File: src/rtl/simon_pkg.sv
// Shared types, z-sequence constants and rotate helpers for the Simon cipher cores.
// Rotate helpers work on a MAX_W container; callers zero-extend into it and truncate the result.
package simon_pkg;

    localparam int MAX_W = 64;

    // z-sequences in sequence order: sequence bit i sits at [61-i].
    localparam logic [61:0] Z0 = 62'b11111010001001010110000111001101111101000100101011000011100110;
    localparam logic [61:0] Z1 = 62'b10001110111110010011000010110101000111011111001001100001011010;
    localparam logic [61:0] Z2 = 62'b10101111011100000011010010011000101000010001111110010110110011;
    localparam logic [61:0] Z3 = 62'b11011011101011000110010111100000010010001010011100110100001111;
    localparam logic [61:0] Z4 = 62'b11010001111001101011011000100000010111000011001010010011101111;

    typedef enum logic [1:0] {
        ST_IDLE = 2'd0,
        ST_RUN  = 2'd1,
        ST_DONE = 2'd2
    } state_t;

    function automatic logic [MAX_W-1:0] width_mask(input int unsigned w);
        logic [MAX_W-1:0] m;
        if (w >= MAX_W) begin
            m = {MAX_W{1'b1}};
        end else begin
            m = (MAX_W'(1'b1) << w) - MAX_W'(1'b1);
        end
        return m;
    endfunction

    function automatic logic [MAX_W-1:0] rol(input logic [MAX_W-1:0] v,
                                             input int unsigned w,
                                             input int unsigned s);
        logic [MAX_W-1:0] m;
        logic [MAX_W-1:0] vm;
        logic [MAX_W-1:0] r;
        int unsigned      sh;
        m  = width_mask(w);
        vm = v & m;
        sh = s % w;
        if (sh == 32'd0) begin
            r = vm;
        end else begin
            r = ((vm << sh) | (vm >> (w - sh))) & m;
        end
        return r;
    endfunction

    function automatic logic [MAX_W-1:0] ror(input logic [MAX_W-1:0] v,
                                             input int unsigned w,
                                             input int unsigned s);
        logic [MAX_W-1:0] m;
        logic [MAX_W-1:0] vm;
        logic [MAX_W-1:0] r;
        int unsigned      sh;
        m  = width_mask(w);
        vm = v & m;
        sh = s % w;
        if (sh == 32'd0) begin
            r = vm;
        end else begin
            r = ((vm >> sh) | (vm << (w - sh))) & m;
        end
        return r;
    endfunction

endpackage

File: src/rtl/simon_iter_core_key_sched.sv
// On-the-fly Simon key schedule: holds the m key words and the z index,
// shifting in one freshly derived key word per round.
module simon_key_sched
    import simon_pkg::*;
#(
    parameter int          WORD_W    = 32,
    parameter int          KEY_WORDS = 4,
    parameter logic [61:0] Z_CONST   = Z3
) (
    input  logic                          clk,
    input  logic                          rstn,
    input  logic                          load,
    input  logic                          step,
    input  logic [KEY_WORDS*WORD_W-1:0]   key,
    output logic [WORD_W-1:0]             k0
);

    logic [WORD_W-1:0] kr_r [KEY_WORDS];
    logic [5:0]        zi_r;
    logic [WORD_W-1:0] t_s;
    logic [WORD_W-1:0] tf_s;
    logic [WORD_W-1:0] knew_s;
    logic              z_bit_s;

    // Derive the key word that enters at the top of the window this round.
    always_comb begin
        t_s = WORD_W'(ror(MAX_W'(kr_r[KEY_WORDS-1]), WORD_W, 32'd3));
        if (KEY_WORDS == 4) begin
            t_s = t_s ^ kr_r[1];
        end else begin
            t_s = t_s;
        end
        tf_s    = t_s ^ WORD_W'(ror(MAX_W'(t_s), WORD_W, 32'd1));
        z_bit_s = Z_CONST[6'd61 - zi_r];
        knew_s  = ~kr_r[0] ^ tf_s ^ WORD_W'(z_bit_s) ^ WORD_W'(2'd3);
    end

    // Key window and z index: load on accept, slide one word per round.
    always_ff @(posedge clk) begin
        if (!rstn) begin
            for (int j = 0; j < KEY_WORDS; j++) begin
                kr_r[j] <= '0;
            end
            zi_r <= 6'd0;
        end else if (load) begin
            for (int j = 0; j < KEY_WORDS; j++) begin
                kr_r[j] <= key[j*WORD_W +: WORD_W];
            end
            zi_r <= 6'd0;
        end else if (step) begin
            for (int j = 0; j < KEY_WORDS - 1; j++) begin
                kr_r[j] <= kr_r[j+1];
            end
            kr_r[KEY_WORDS-1] <= knew_s;
            zi_r <= (zi_r == 6'd61) ? 6'd0 : zi_r + 6'd1;
        end
    end

    assign k0 = kr_r[0];

endmodule

File: src/rtl/simon_iter_core.sv
// Iterative Simon encryption core: one Feistel round per clock, valid/ready on both sides.
// FSM IDLE -> RUN (ROUNDS cycles) -> DONE; handshake outputs come straight from registers.
module simon_iter_core
    import simon_pkg::*;
#(
    parameter int          WORD_W    = 32,
    parameter int          KEY_WORDS = 4,
    parameter int          ROUNDS    = 44,
    parameter logic [61:0] Z_CONST   = Z3
) (
    input  logic                          clk,
    input  logic                          rstn,
    input  logic                          in_valid,
    output logic                          in_ready,
    input  logic [KEY_WORDS*WORD_W-1:0]   key,
    input  logic [2*WORD_W-1:0]           plain_text,
    output logic                          out_valid,
    input  logic                          out_ready,
    output logic [2*WORD_W-1:0]           cipher_text
);

    if (KEY_WORDS < 2 || KEY_WORDS > 4) begin : g_bad_key_words
        $error("simon_iter_core: KEY_WORDS must be 2, 3 or 4");
    end
    if (ROUNDS < KEY_WORDS) begin : g_bad_rounds
        $error("simon_iter_core: ROUNDS must be >= KEY_WORDS");
    end
    if (WORD_W < 9 || WORD_W > MAX_W) begin : g_bad_word_w
        $error("simon_iter_core: WORD_W out of range");
    end

    localparam int              RC_W    = $clog2(ROUNDS + 1);
    localparam logic [RC_W-1:0] RC_LAST = RC_W'(ROUNDS - 1);

    state_t              state_r;
    state_t              state_next_s;
    logic                load_s;
    logic                step_s;
    logic                last_round_s;
    logic                in_ready_r;
    logic                out_valid_r;
    logic [RC_W-1:0]     rc_r;
    logic [WORD_W-1:0]   x_r;
    logic [WORD_W-1:0]   y_r;
    logic [WORD_W-1:0]   x_next_s;
    logic [WORD_W-1:0]   k0_s;
    logic [2*WORD_W-1:0] cipher_r;

    simon_key_sched #(
        .WORD_W    (WORD_W),
        .KEY_WORDS (KEY_WORDS),
        .Z_CONST   (Z_CONST)
    ) u_key_sched (
        .clk  (clk),
        .rstn (rstn),
        .load (load_s),
        .step (step_s),
        .key  (key),
        .k0   (k0_s)
    );

    assign last_round_s = (rc_r == RC_LAST);

    // Next-state and datapath control decode.
    always_comb begin
        state_next_s = state_r;
        load_s       = 1'b0;
        step_s       = 1'b0;
        case (state_r)
            ST_IDLE: begin
                if (in_valid) begin
                    state_next_s = ST_RUN;
                    load_s       = 1'b1;
                end else begin
                    state_next_s = ST_IDLE;
                end
            end
            ST_RUN: begin
                step_s = 1'b1;
                if (last_round_s) begin
                    state_next_s = ST_DONE;
                end else begin
                    state_next_s = ST_RUN;
                end
            end
            ST_DONE: begin
                if (out_ready) begin
                    state_next_s = ST_IDLE;
                end else begin
                    state_next_s = ST_DONE;
                end
            end
            default: begin
                state_next_s = ST_IDLE;
            end
        endcase
    end

    // State register plus handshake flags registered from the next state.
    always_ff @(posedge clk) begin
        if (!rstn) begin
            state_r     <= ST_IDLE;
            in_ready_r  <= 1'b1;
            out_valid_r <= 1'b0;
        end else begin
            state_r     <= state_next_s;
            in_ready_r  <= (state_next_s == ST_IDLE);
            out_valid_r <= (state_next_s == ST_DONE);
        end
    end

    // One Simon round: x' = y ^ f(x) ^ k, y' = x.
    always_comb begin
        x_next_s = WORD_W'(MAX_W'(y_r)
                 ^ (rol(MAX_W'(x_r), WORD_W, 32'd1) & rol(MAX_W'(x_r), WORD_W, 32'd8))
                 ^ rol(MAX_W'(x_r), WORD_W, 32'd2)
                 ^ MAX_W'(k0_s));
    end

    // Round state, round counter and the held result.
    always_ff @(posedge clk) begin
        if (!rstn) begin
            x_r      <= '0;
            y_r      <= '0;
            rc_r     <= '0;
            cipher_r <= '0;
        end else if (load_s) begin
            x_r  <= plain_text[2*WORD_W-1:WORD_W];
            y_r  <= plain_text[WORD_W-1:0];
            rc_r <= '0;
        end else if (step_s) begin
            x_r  <= x_next_s;
            y_r  <= x_r;
            rc_r <= rc_r + RC_W'(1'b1);
            if (last_round_s) begin
                cipher_r <= {x_next_s, x_r};
            end
        end
    end

    assign in_ready    = in_ready_r;
    assign out_valid   = out_valid_r;
    assign cipher_text = cipher_r;

endmodule

File: config.mk
export PLATFORM = sky130hd
export DESIGN_NAME = simon_iter_core
export DESIGN_NICKNAME = d
export VERILOG_FILES = /design/src/rtl/simon_pkg.sv /design/src/rtl/simon_iter_core_key_sched.sv /design/src/rtl/simon_iter_core.sv
export SDC_FILE = /design/constraint.sdc
export NUM_CORES = 1
export LEC_CHECK = 0
export CORE_ASPECT_RATIO = 1.1
export CORE_MARGIN = 2
export CORE_UTILIZATION = 30
export DETAILED_ROUTE_END_ITERATION = 10
export PLACE_DENSITY = 0.52
export SLEW_MARGIN = 20
export SYNTH_ARGS = -nofsm -noshare
export SYNTH_HDL_FRONTEND = slang
export SYNTH_SLANG_ARGS = --single-unit
File: constraint.sdc
create_clock -name clk -period 4.51 [get_ports clk]
set_clock_uncertainty 0.2 [all_clocks]
set_input_delay 0.451 -clock clk [delete_from_list [all_inputs] [get_ports clk]]
set_output_delay 0.451 -clock clk [all_outputs]
set_load 0.05 [all_outputs]
; Yosys cells after proc, flatten, opt, wreduce, memory -nomap -nowiden
; Memory sizes are Yosys's and may differ from the RTL's.
; Cells that the tools add are included.
[totals]
reg_bits = 144
ram_bits = 128
mem_bits_ro = 64
in_bits = 196
word_cells = 78
n_memories = 2
[memory_table]
columns = name, depth, width, rd, rd_ports_with_merged_regs, wr, line
row1 = u_key_sched.kr_r, 4, 32, 4, 0, 4, simon_iter_core_key_sched.sv:18  ; logic [WORD_W-1:0] kr_r [KEY_WORDS];
row2 = (name not given), 64, 1, 1, 0, 0, simon_iter_core_key_sched.sv:34  ; z_bit_s = Z_CONST[6'd61 - zi_r];
[classes]
addsub = 3
order_cmp = 1
eq_ne = 5
muxes = 29
n_bitwise = 25
n_reduce_logical = 5
[ops]
columns = cell, n
row1 = $mux 32, 12
row2 = $xor 32x32->32, 6
row3 = $and 32x32->32, 1
row4 = $not 32->32, 1
row5 = $or 29x32->32, 1
row6 = $or 31x32->32, 1
row7 = $or 32x1->32, 1
row8 = $or 32x2->32, 1
row9 = $or 32x8->32, 1
row10 = $xor 32x1->32, 1
row11 = $mux 1, 13
row12 = $add 6x1->6 const B, 2
row13 = $eq 6x6->1 const B, 2
row14 = $or 1x1->1, 8
row15 = $lt 6x7->1 const B, 1
row16 = $mux 6, 1
row17 = $pmux 2 s3, 1
row18 = $sub 6x6->6 const A, 1
row19 = $eq 2x2->1 const B, 2
row20 = $logic_not 2->1, 2
row21 = $mux 2, 2
row22 = $reduce_and 3->1, 1
row23 = $eq 2x1->1 const B, 1
row24 = $not 1->1, 2
row25 = 3 further kinds, 3

; Longest topological paths before layout
; Gate-level depths: netlist (run 1).
; An unclocked memory read counts as a cell.
[depth]
word_depth = 9
depth_mapped = 9

; Cells and area by module
; A second synthesis (run 1) with hierarchy kept.
[hier_totals]
cells_unflattened = 1210
area_unflattened_um2 = 13480.4
[by_module_without_submodules]
columns = module, instances, cells_per_inst, area_each_um2, seq_area_each_um2
row1 = simon_iter_core, 1, 758, 6931.6, 2762.6
row2 = simon_key_sched, 1, 452, 6548.8, 3963.8

; Worst setup path before layout (run 1)
; No wires, ideal clock.
[synth_path]
path_type = in2reg
startpoint = input in_valid
endpoint = memory u_key_sched.kr_r[0][0] (enable)
arrival_time_ns = 2.437
required_time_ns = 3.892
path_slack_ns = 1.455
path_stages = 6
path_buffers = 2
cell_sequence = nor2_1 > nor2_1 > nor2b_1 > clkbuf_1 > clkbuf_1 > inv_1
[synth_rtl]
columns = element, line
row1 = from (decl), simon_iter_core.sv:13  ; input logic in_valid,
row2 = to (decl), simon_iter_core_key_sched.sv:18

; Worst setup path in the final report (run 1)
[layout_path]
startpoint = register state_r[0]
endpoint = register cipher_r[43] (netlist: cipher_text[43])
[layout_via]
elab_chain_cells = 4
elab_cells_between_ends = 6
classes_between = 1 x eq/ne / 2 x mux / 1 x bitwise / 2 x reduce/logical
[layout_lines]
columns = element, line
row1 = from (decl), simon_iter_core.sv:35  ; state_t state_r;
row2 = from (signal assigned), simon_iter_core.sv:106  ; state_r <= state_next_s;
row3 = $logic_not 2->1, simon_iter_core.sv:69  ; case (state_r)
row4 = $mux 1, simon_iter_core.sv:69
row5 = $not 1->1 (no source line), --
row6 = $reduce_and 3->1 (no source line) (*), --
row7 = to (signal assigned), simon_iter_core.sv:136  ; cipher_r <= {x_next_s, x_r};
row8 = to (decl), simon_iter_core.sv:47  ; logic [2*WORD_W-1:0] cipher_r;
; Mark *: on every way between the ends. The rest lies on a longest branch, timed or not.
; A chain may end at the register's enable or synchronous reset.

==> flow_summary.yaml, run 1 <==
logic_synthesis:
  synth_seq_area_share_pct: 53.5
  syn-instance-count: 1166
  synthAdderAreaFrac_pct: 0.995
  yosysTopAreaCell: "edfxtp_1"
  synth_cell_type_count: 37
  synth_top_family_by_area: "compound AO/OA/AOI/OAI gates"
  yosys-mux-area-fraction_pct: 0.498
  synth_fp_nets: 1372
  synthArstFlopShare_pct: 0
  synthTopCellsByArea: "edfxtp_1 31%, dfxtp_1 23%, xnor2_1 9.1%"
  synth_area_um2: 12600
  yosysMostFrequentCell: "nand2_1"
  synth_edf_count: 128
  synth-simple-area-share_pct: 7.52
  synth-seq-cells: 272
  synth_commonest_cells: "168 x nand2_1, 144 x dfxtp_1, 131 x xnor2_1"
  synth_top_area_share_pct: 30.6
  yosys_most_used_dff: "dfxtp_1"
  synth_xor_area_share_pct: 14.2
  ys_warn_count: 0
  avgSynthCellArea_um2: 10.8
  synth_compound_area_share_pct: 20.0
power_and_ir_drop:
  ir_worst_vdd_mv: 0.283
  finalPower_mw: 7.08
  power_density_nw_per_um2: 423
  leakage_nw: 6.48
grt:
  grt_usage_pct: 18.3
  grt_overflow: 0
  grt_max_degree: 106
  grt_antenna_before_repair: 6
  grt_pass1_wl_um: 59400
  grt_pass1_vias: 9422
timing:
  period_share_pct: 68.0
  finalSetupTns_ns: 0
  hold_viol: 0
  final_max_slew_viol_count: 0
  slew_headroom_pct: 43.1
  rsz0062_at_grt: "no"
  tightest_slew_ns: 0.850
  max_freq_ghz: 0.326
  min_period_ns: 3.07
  setup_viol_count_final: 0
detailed_routing:
  drt-initial-drc-count: 597
  vias: 9603
  drc_errors: 0
  viasPerCell: 4.85
  drt_wl_total_um: 40700
  ant_nets: 0
  post_drt_wl_per_cell_um: 20.5
  drt_pass1_iterations: 5
layout:
  drive_above_1_share_pct: 5.29
  syn_to_final_growth_pct: 33.1
  nNetsFinal: 1601
critical_path:
  crit_fanout: 64
  critPathArrivalTime_ns: 3.33
  crit_required_ns: 4.77
  end_kind: "flip-flop"
  start_kind: "flip-flop"
  crit_type: "reg2reg"
floorplan:
  core_um2: 41300
  rows: 78
  ioPinCount: 262
  initial_core_util_pct: 30.4
  die_w_um: 199
  dieArea_um2: 43600
  die_y_um: 219
worst_hold_path:
  holdCritPathClass: "reg2reg"
cts:
  ctsHoldBuffers: 0
  cts.root.buffer_cell: "clkbuf_16"
  clk_latency_ns: 0.57
  cts_buffers: 30
  tritoncts: "yes"
  cts.sinks: 272
  clockBufferDepth: 3
  clk_pin_slew_ns: 0.06
  post_cts_resized: 0
  htreeDepth: 1
  post_cts_buffers: 0
flow_run:
  cap_violations: 0
placement:
  dp_hpwl_um: 29500
  place_congestion: 0.778
  numPortBuffers: 261
outcome:
  run_status: "finished, final reports clean"
-- layout make-up --
cell class | instances | area, um^2
fillers | 4075 | 24600
flip-flops and latches | 272 | 6730
multi-input cells | 792 | 5470
repair buffers | 276 | 2750
clock buffers | 46 | 893
well taps | 560 | 701
clock inverters | 10 | 100
inverters | 23 | 86.3
diodes | 3 | 7.51
-- critical path, cell delays in order, from the launching register on --
cell	delay (ns)
dfxtp_1	0.40
inv_1	0.32
nor2_1	0.76
and4_2	0.38
buf_4	0.53
nand2_1	0.16
o211a_1	0.17
-- state kept, by name (all words and copies together), names as in the netlist --
| register | cells |
|---|---|
| cipher_text | 64 |
| in_ready | 1 |
| out_valid | 1 |
| rc_r | 6 |
| state_r | 2 |
| u_key_sched.kr_r | 128 |
| u_key_sched.zi_r | 6 |
| x_r | 32 |
| y_r | 32 |
-- routing by layer --
layer / up-vias / wire length [um] / track usage, %
met5: - / 33 / 0
met2: 280 / 18300 / 28.6
met3: 54 / 2380 / 3.02
met4: 6 / 929 / 5.02
met1: 4629 / 19000 / 25.9
li1: 4634 / - / -
-- kinds of logic after synthesis --
logic type | count (synthesis)
flip-flops | 272
XOR/XNOR | 204
buffers and inverters | 102
AND/OR/NAND/NOR | 237
multiplexers | 5
AO/OA/AOI/OAI | 336
adder cells (fa/ha/maj) | 10
-- cells in the final DEF (no fill, tap or decap), types with 2 or more instances in the layout --
| cell type | netlist | layout |
|---|---|---|
| a21boi_0 | 32 | 32 |
| a21oi_1 | 53 | 53 |
| a222oi_1 | 16 | 16 |
| a22o_1 | 128 | 128 |
| buf_12 | 0 | 2 |
| buf_4 | 1 | 13 |
| bufinv_16 | 0 | 2 |
| clkbuf_1 | 52 | 8 |
| clkbuf_16 | 0 | 31 |
| clkbuf_8 | 0 | 6 |
| clkdlybuf4s50_1 | 0 | 260 |
| clkinv_2 | 0 | 6 |
| dfxtp_1 | 144 | 144 |
| diode_2 | 0 | 3 |
| edfxtp_1 | 128 | 128 |
| ha_1 | 10 | 10 |
| inv_1 | 22 | 21 |
| inv_2 | 1 | 2 |
| mux2i_1 | 4 | 4 |
| nand2_1 | 168 | 168 |
| nand3_1 | 5 | 5 |
| nand4_1 | 3 | 3 |
| nor2_1 | 48 | 46 |
| o211a_1 | 32 | 32 |
| o21a_1 | 2 | 2 |
| o21ai_0 | 54 | 54 |
| o22ai_1 | 16 | 16 |
| or3_1 | 3 | 3 |
| xnor2_1 | 131 | 131 |
| xor2_1 | 73 | 73 |
-- through the flow --
stage | setup slack [ns] | util [%] | cell area [um^2] | cells | hold slack [ns]
2_1_floorplan | 1.46 | - | 12600 | 1166 | 0.256
3_3_place_gp | 1.53 | 38.1 | 15700 | 1923 | 0.254
3_5_place_dp | 1.44 | 38.1 | 15700 | 1923 | 0.259
4_1_cts | 1.43 | 40.5 | 16700 | 1979 | 0.258
5_1_grt | 1.21 | 40.5 | 16700 | 1981 | 0.279
6_report | 1.44 | 40.5 | 16700 | 1982 | 0.263
-- power breakdown --
group	internal [mW]	switching (mW)
Sequential	2.86	0.307
Clock	1.47	1.04
Combinational	0.715	0.688
-- worst paths after layout --
check	from	endpoint	slack (ns)	cells after the start
hold reg to reg	cipher_text[16]	cipher_text[16]	0.26	2
hold / removal	cipher_text[16]	cipher_text[16]	0.26	2
setup reg to reg	state_r[0]	cipher_text[43]	1.44	6
setup / recovery	state_r[0]	cipher_text[43]	1.44	6
No activity file was read; power rests on OpenSTA's default activity.
==> inputs of run 2 (changes only) <==
==> constraint.sdc (replaced) <==
create_clock -name clk -period 2.9 [get_ports clk]
set_clock_uncertainty 0.2 [all_clocks]
set_input_delay 0.29 -clock clk [delete_from_list [all_inputs] [get_ports clk]]
set_output_delay 0.29 -clock clk [all_outputs]
set_load 0.05 [all_outputs]
==> flow_summary.yaml, run 2 (same netlist as run 1, synthesis figures left out) <==
layout:
  layout_common_cells: "260 x clkdlybuf4s50_1, 168 x nand2_1, 144 x dfxtp_1"
  top_register: "u_key_sched.kr_r"
  layout_commonest_cell: "clkdlybuf4s50_1"
  drive_above_1_share_pct: 5.46
  nNetsFinal: 1610
  largest_register_ffs: 128
  syn_to_final_growth_pct: 33.4
  fin_util_pct: 40.6
  final_cell_count_no_fill: 1989
power_and_ir_drop:
  intPower_mw: 7.69
  leakage_nw: 6.49
  ir_worst_vdd_mv: 0.447
  p_clk_share_pct: 34.3
  switching_share_pct: 29.0
  power_switching_mw: 3.14
  power_frac_seq_pct: 45.5
  power_density_nw_per_um2: 646
  power_frac_comb_pct: 20.1
detailed_routing:
  wl_met2_um: 18100
  route.met3.wl_um: 2280
  drt_wl_total_um: 40600
  routed.top_layer: "met5"
  ant_nets: 0
  wl_met1_um: 19500
  vias: 9621
  drt-initial-drc-count: 692
  viasPerCell: 4.84
  post_drt_wl_per_cell_um: 20.4
  drt_pass1_iterations: 5
  drc_errors: 0
timing:
  slew_headroom_pct: 40.0
  tightest_slew_ns: 0.900
  hold_viol: 0
  holdWs_ns: 0.130
  final_max_slew_viol_count: 0
  finalSetupTns_ns: 0
  period_share_pct: 93.5
  setup_ws_ns: 0.189
  max_freq_ghz: 0.369
  rsz0062_at_grt: "no"
  setup_viol_count_final: 0
  min_period_ns: 2.71
grt:
  grt_pass1_wl_um: 59800
  grt_overflow: 0
  grt_pass1_vias: 9465
  grt_max_degree: 133
  grt_usage_pct: 18.4
  grt_antenna_before_repair: 3
placement:
  dp.cells: 1930
  numPortBuffers: 261
  post-place-ws_ns: 0.193
  place_congestion: 0.786
  dp_hpwl_um: 29000
critical_path:
  path_cells: "inv_1 > ha_1 > nor2b_1 > a21oi_1 > mux4_2 > a22oi_2 > xnor2_1 > a22o_1"
  crit_fanout: 8
  end_kind: "flip-flop"
  start_kind: "flip-flop"
  critPathArrivalTime_ns: 2.83
  cp_top_family: "flip-flops"
  crit_type: "reg2reg"
  slowest_delay_ns: 0.49
  critical_path.n_buffers_inverters: 1
  cp_slowest_cell: "dfxtp_1"
  crit_required_ns: 3.02
cts:
  clk_pin_slew_ns: 0.06
  clockBufferDepth: 3
  htreeDepth: 1
  cts_buffers: 31
  post_cts_resized: 0
  post_cts_buffers: 0
  tritoncts: "yes"
  clk_latency_ns: 0.57
  ctsHoldBuffers: 1
  cts.sinks: 272
  cts.root.buffer_cell: "clkbuf_16"
flow_run:
  cap_violations: 0
outcome:
  run_status: "finished, final reports clean"
floorplan:
  initial_core_util_pct: 30.4
  ioPinCount: 262
  die_y_um: 219
  rows: 78
  die_w_um: 199
  core_um2: 41300
  dieArea_um2: 43600
worst_hold_path:
  holdCritPathClass: "in2reg"
-- run 2: cell count changes in the layout (fill, tap and decap cells not counted), moves of 2 or more --
cell,previous run,this run
clkinv_1,1,8
clkbuf_8,6,0
buf_4,13,17
buf_12,2,5
clkinvlp_4,0,3
clkbuf_1,8,6
clkinv_2,6,8
diode_2,3,1
-- run 2: metal layers --
metal / track usage, % / vias to the layer above
li1: - / 4654
met1: 26.5 / 4648
met2: 28.7 / 272
met3: 3.02 / 43
met4: 4.00 / 4
met5: 0 / -
-- run 2: tightest hold or removal path: cells and delay by family --
kind	cells	cell delay, ns
AOI/OAI and AO/OA	1	0.07
buffers and inverters	2	0.50
-- run 2: power groups by stage --
stage               combinational (mW)  clock (mW)  sequential [mW]
detailed placement                2.20           0             5.02
finish                            2.18        3.72             4.93
floorplan                         1.56           0             4.76
global route                      2.42        3.95             4.97
CTS                               2.22        3.83             4.94
global placement                  2.19           0             5.01
-- run 2: path summary, 6_finish.rpt --
check	start	endpoint	slack (ns)	cells past startpoint
hold / removal	plain_text[3]	y_r[3]	0.13	3
setup / recovery	u_key_sched.zi_r[1]	u_key_sched.kr_r[3][0]	0.19	8
hold reg to reg	cipher_text[13]	cipher_text[13]	0.26	2
setup reg to reg	u_key_sched.zi_r[1]	u_key_sched.kr_r[3][0]	0.19	8
-- run 2: per-stage QoR --
step           power, mW  instance area [um^2]
3_3_place_gp        7.20                 15800
5_1_grt             11.3                 16800
6_report            10.8                 16800
4_1_cts             11.0                 16800
3_5_place_dp        7.22                 15800
2_1_floorplan       6.32                 12600
-- run 2: layout make-up --
type	count	area, um^2
Fill cell	3946	24500
Clock buffer	37	798
Clock inverter	20	145
Inverter	23	90.1
Sequential cell	272	6730
Multi-Input combinational cell	792	5470
Timing Repair Buffer	284	2850
Antenna cell	1	2.50
Tap cell	560	701
